$ cat config.mk
export PLATFORM = sky130hd
export DESIGN_NAME = cross_bar_mux_arbiter
export DESIGN_NICKNAME = d
export VERILOG_FILES = /design/src/rtl/cross_bar_pkg.sv /design/src/rtl/cross_bar_rr_arbiter.sv /design/src/rtl/cross_bar_mux_arbiter.sv
export SDC_FILE = /design/constraint.sdc
export NUM_CORES = 1
export LEC_CHECK = 0
export ABC_AREA = 1
export BUFFER_PORTS_ARGS = -buffer_cell sky130_fd_sc_hd__buf_2
export CAP_MARGIN = 0
export CORE_MARGIN = 1
export CORE_UTILIZATION = 41
export DETAILED_ROUTE_END_ITERATION = 12
export PLACE_DENSITY = 0.89
export SKIP_LAST_GASP = 1
export SYNTH_ARGS = -nofsm -noshare
export SYNTH_HDL_FRONTEND = slang
export SYNTH_SLANG_ARGS = --single-unit
$ cat constraint.sdc
create_clock -name aclk -period 1.8 [get_ports aclk]
set_input_delay 0.09 -clock aclk [delete_from_list [all_inputs] [get_ports aclk]]
set_output_delay 0.09 -clock aclk [all_outputs]
set_load 0.02 [all_outputs]
$ cat src/rtl/cross_bar_pkg.sv
// Types shared by the crossbar demux buffers and the output-side mux arbiter.
package cross_bar_pkg;

  typedef enum logic [0:0] {
    IDLE   = 1'b0,
    ACTIVE = 1'b1
  } state_e;

  localparam int DEF_MSEL_WIDTH = 2;
  localparam int DEF_DATA_WIDTH = 32;

endpackage : cross_bar_pkg

$ cat src/rtl/cross_bar_rr_arbiter.sv
// Combinational round-robin pick: first requester after i_rr_ptr, wrapping at CHANNEL_NO-1.
module cross_bar_rr_arbiter
  import cross_bar_pkg::*;
#(
  parameter int MSEL_WIDTH = DEF_MSEL_WIDTH,
  parameter int CHANNEL_NO = 2**MSEL_WIDTH
) (
  input  logic [CHANNEL_NO-1:0] i_req,
  input  logic [MSEL_WIDTH-1:0] i_rr_ptr,
  output logic [MSEL_WIDTH-1:0] o_winner,
  output logic                  o_any_req
);

  logic [MSEL_WIDTH-1:0] w_idx;

  // Scan farthest-first so the nearest requester after the pointer overwrites the others.
  always_comb begin
    o_winner  = '0;
    o_any_req = 1'b0;
    w_idx     = '0;
    for (int k = CHANNEL_NO; k >= 1; k--) begin
      w_idx = MSEL_WIDTH'((int'(i_rr_ptr) + k) % CHANNEL_NO);
      if (i_req[w_idx]) begin
        o_winner  = w_idx;
        o_any_req = 1'b1;
      end else begin
        o_any_req = o_any_req;
      end
    end
  end

endmodule : cross_bar_rr_arbiter

$ cat src/rtl/cross_bar_mux_arbiter.sv
// Merges CHANNEL_NO AXI-Stream inputs into one output with packet-granular
// round-robin arbitration and a one-deep output register slice.
module cross_bar_mux_arbiter
  import cross_bar_pkg::*;
#(
  parameter int MSEL_WIDTH = DEF_MSEL_WIDTH,
  parameter int CHANNEL_NO = 2**MSEL_WIDTH,
  parameter int DATA_WIDTH = DEF_DATA_WIDTH
) (
  input  logic                  aclk,
  input  logic                  areset,
  input  logic [DATA_WIDTH-1:0] s_axis_tdata [CHANNEL_NO],
  input  logic [CHANNEL_NO-1:0] s_axis_tvalid,
  input  logic [CHANNEL_NO-1:0] s_axis_tlast,
  output logic [CHANNEL_NO-1:0] s_axis_tready,
  output logic [DATA_WIDTH-1:0] m_axis_tdata,
  output logic                  m_axis_tvalid,
  output logic                  m_axis_tlast,
  input  logic                  m_axis_tready,
  output logic [MSEL_WIDTH-1:0] grant_bin,
  output logic                  busy
);

  state_e                r_state;
  state_e                w_state_nxt;
  logic [MSEL_WIDTH-1:0] r_grant_bin;
  logic [MSEL_WIDTH-1:0] r_rr_ptr;
  logic [DATA_WIDTH-1:0] r_m_tdata;
  logic                  r_m_tvalid;
  logic                  r_m_tlast;

  logic [MSEL_WIDTH-1:0] w_winner;
  logic                  w_any_req;
  logic                  w_slice_room;
  logic                  w_sel_valid;
  logic                  w_sel_last;
  logic [DATA_WIDTH-1:0] w_sel_data;
  logic                  w_load;
  logic [CHANNEL_NO-1:0] w_tready;

  cross_bar_rr_arbiter #(
    .MSEL_WIDTH(MSEL_WIDTH),
    .CHANNEL_NO(CHANNEL_NO)
  ) u_rr_arbiter (
    .i_req    (s_axis_tvalid),
    .i_rr_ptr (r_rr_ptr),
    .o_winner (w_winner),
    .o_any_req(w_any_req)
  );

  // Only the granted channel may see ready, and only while the slice can take a beat.
  always_comb begin
    w_sel_valid  = s_axis_tvalid[r_grant_bin];
    w_sel_last   = s_axis_tlast[r_grant_bin];
    w_sel_data   = s_axis_tdata[r_grant_bin];
    w_slice_room = !r_m_tvalid || m_axis_tready;
    w_tready     = '0;
    if (r_state == ACTIVE) begin
      w_tready[r_grant_bin] = w_slice_room;
    end else begin
      w_tready = '0;
    end
    w_load = (r_state == ACTIVE) && w_sel_valid && w_slice_room;
  end

  always_comb begin
    w_state_nxt = r_state;
    case (r_state)
      IDLE: begin
        if (w_any_req) begin
          w_state_nxt = ACTIVE;
        end else begin
          w_state_nxt = IDLE;
        end
      end
      ACTIVE: begin
        if (w_load && w_sel_last) begin
          w_state_nxt = IDLE;
        end else begin
          w_state_nxt = ACTIVE;
        end
      end
      default: w_state_nxt = IDLE;
    endcase
  end

  always_ff @(posedge aclk or posedge areset) begin
    if (areset) begin
      r_state <= IDLE;
    end else begin
      r_state <= w_state_nxt;
    end
  end

  // Pointer resets to the last channel so channel 0 is first in line after reset.
  always_ff @(posedge aclk or posedge areset) begin
    if (areset) begin
      r_grant_bin <= '0;
      r_rr_ptr    <= MSEL_WIDTH'(CHANNEL_NO - 1);
    end else if ((r_state == IDLE) && w_any_req) begin
      r_grant_bin <= w_winner;
      r_rr_ptr    <= w_winner;
    end
  end

  always_ff @(posedge aclk or posedge areset) begin
    if (areset) begin
      r_m_tdata  <= '0;
      r_m_tlast  <= 1'b0;
      r_m_tvalid <= 1'b0;
    end else if (w_load) begin
      r_m_tdata  <= w_sel_data;
      r_m_tlast  <= w_sel_last;
      r_m_tvalid <= 1'b1;
    end else if (m_axis_tready) begin
      r_m_tvalid <= 1'b0;
    end
  end

  assign s_axis_tready = w_tready;
  assign m_axis_tdata  = r_m_tdata;
  assign m_axis_tvalid = r_m_tvalid;
  assign m_axis_tlast  = r_m_tlast;
  assign grant_bin     = r_grant_bin;
  assign busy          = (r_state == ACTIVE);

endmodule : cross_bar_mux_arbiter

==> impl_results.md <==
* Fillers at just over 500
* Worst skew pair latency at 0.28 ns
* Synth warn at 0
* Post-synthesis adder-cell area fraction at 0%
* Clk sinks at 39
* CORE AREA at roughly 5700 sq um
* RSZ-0062 raised after global routing: no
* Status: complete, no violations
* Setup TNS at 0 ns
* Crit Path Class: reg -> reg
* Number of synthesized flops with an enable pin at 0
* Initial DRT Pass Iterations at 4
* Vias in the first global route at 2852
* Area Growth Syn to Fin at 43.3%
* Multiplexer area fraction after synthesis at 0%
* Io pins at 180
* Grt total ovfl at 0
* Final Hold Violating Endpoints at 0
* Top post-synthesis cells by area: dfrtp_1, nand2_1, nand3_1
* Final core utilization at 62.8%
* Placer Congestion at roughly 0.95
* N_diodes at 0
* Initial DRC Count at ~150
* DR DRC count at 0
* Minimum clock period at around 1.6 ns
* Syn Inst Count at about 380
* Largest family of logic cells by synthesized area: simple AND/OR/NAND/NOR gates
* Port Buffer Count at roughly 180
* Count leader, synth: nand2_1
* DIE AREA at 6380 sq um
* Clock tree from TritonCTS: yes
* Initial core utilization at between 40% and 50%
* Critical Path AT at around 1.8 ns
* Post-synthesis xor/xnor area fraction at 0%
* Period utilization at between 90% and 100%
* Die Wd at roughly 80 microns
* Fin Clk Skew at between 0.003 and 0.004 ns
* All-Layer GR Usage at about a quarter
* Static Leakage at 2.01 nW
* Cell Pwr Density at ~1800 nW/um^2
* Hold Path Class: in -> reg
* Compound-Gate Fraction of Synth Area at 13.7%
* Clock slew seen by the registers of the worst setup and hold paths at 0.08 ns
* # setup viols final at 0
* Max_cap viols at 0
* Layout Nets at a little under 700
* Top-area cell type share of the netlist area at approximately 37%
* Crit path capture type: flip-flop
* Seq/Total Area, Yosys at roughly two fifths
* Worst hold slack at between 0.07 and 0.08 ns
* Total number of vias at roughly 3200
* Post-synth top cells: nand2_1, nand3_1, dfrtp_1
* Routed WL at roughly 8.1 mm
* Root buffer cell: clkbuf_8
* Crit-path max FO at 65
* Worst setup SP type: flip-flop
* Drt wl/cell at ~13 microns
* Cell taking the most area after synthesis: dfrtp_1
* Max-slew violations at 0
* Maximum VDD drop at between 1000 and 1500 uV
* H-Tree Depth at 2
* Post-synthesis simple-gate area fraction at roughly two fifths
* First-pass GRT wire length at 12.3 mm
* CTS max path bufs at 2
* Initial antenna violation count at 0
* Number of CTS-inserted buffers at 5
* Max-slew headroom at between 70% and 80%
* Drt via density at roughly 5.1
* Post-synth ARST share at between 90% and 100%
* Rows at 27
* Die Height at around 80 microns
* Mapped Area at 2490 sq um
* Max Clk Rate at 0.615 GHz
* Largest net degree at the start of global routing at between 60 and 70
* Syn Nets at ~520
* Yosys reg bits at 39
* Average size of a mapped cell at around 6.6 sq um
* Final HPWL DP at approximately 6.2 mm
* Post-route antenna net violation count at 0
* Share of layout cells above drive strength 1 at around 38%
* Main flop type after synthesis: dfrtp_1
* Post-synth cell types at 21
* Worst Tran Pin Value at 0.346 ns
* WP data required at 1.97 ns
## critical path: stages (launching register included)
cell     delay [ns]
dfrtp_2        0.52
nand2_1        0.14
inv_2          0.09
nand2_1        0.06
nand4_1        0.08
nand2_1        0.08
nor2_2         0.13
inv_2          0.06
buf_12         0.18
nand2_1        0.09
o21ai_1        0.07
## layout make-up
type,count,area [sq um],share of cell area (%)
Sequential cell,39,980,27.5
Inverter,16,60.1,1.69
Clock inverter,2,35.0,0.983
Clock buffer,6,82.6,2.32
Timing Repair Buffer,191,1000,28.1
Tap cell,72,90.1,2.53
Multi-Input combinational cell,297,1320,36.9
## path summary, 6_finish.rpt
path                             startpoint          endpoint  slack, ns  depth (start not counted)
setup / recovery               grant_bin[0]  m_axis_tdata[13]       0.17                         10
hold / removal             s_axis_tdata[26]  m_axis_tdata[26]       0.08                          3
min in group asynchronous            areset  m_axis_tdata[11]       0.23                          3
hold reg to reg                m_axis_tlast      m_axis_tlast       0.48                          2
setup reg to reg               grant_bin[0]  m_axis_tdata[13]       0.17                         10
max in group asynchronous            areset       r_rr_ptr[1]       1.04                          4
## power by group
part / internal [mW] / switching [mW] / leakage (nW)
Combinational: 1.38 / 2.59 / 1.47
Sequential: 1.32 / 0.290 / 0.483
Clock: 0.448 / 0.290 / 0.0612
Total: 3.15 / 3.17 / 2.01
## cell usage in the layout (no fill, tap or decap), types with 4 or more instances in the layout
cell	synthesis	layout
buf_4	1	10
nand3_1	72	72
inv_1	13	12
dfrtp_1	37	36
a21oi_1	33	32
nor2_1	4	4
nand2_1	144	144
clkbuf_8	0	6
o21ai_1	32	32
buf_2	6	179
## cell families (layout without fill, tap and decap cells)
group,count (synthesis),in the layout
and+or+nand+nor,229,229
buffers and inverters,41,215
DFF,39,39
AOI/OAI and AO/OA,68,68
## metrics by stage
stage	cell area, sq um	total power [mW]	worst slack [ns]	cells
2_1_floorplan	2490	4.46	0.153	377
3_3_place_gp	3430	5.44	0.199	614
3_5_place_dp	3430	5.57	0.0588	614
4_1_cts	3560	6.34	0.0467	623
5_1_grt	3560	6.88	0.00619	623
6_report	3560	6.32	0.173	623
## what timing repair did
| item | CTS | global route |
|---|---|---|
| hold endpoints to repair | 37 | 0 |
| endpoints found under the setup margin | 0 | 36 |
| buffers inserted | 0 | 0 |
| hold buffers | 1 | 0 |
| resized for setup | 0 | 2 |
## sequential cells by signal (all words and copies together), names as in the netlist
register	count
grant_bin	2
r_rr_ptr	2
busy	1
m_axis_tvalid	1
m_axis_tdata	32
m_axis_tlast	1
## routing by layer
| metal | GRT usage (%) | part of all wire [%] | vias up |
|---|---|---|---|
| met5 | 0 | 0 | - |
| met4 | 7.86 | 1.0 | 0 |
| met3 | 5.37 | 8.6 | 12 |
| met2 | 45.0 | 51 | 153 |
| met1 | 28.3 | 39 | 1433 |
| li1 | - | - | 1593 |
Note: power is estimated with default switching activity, not from simulation.
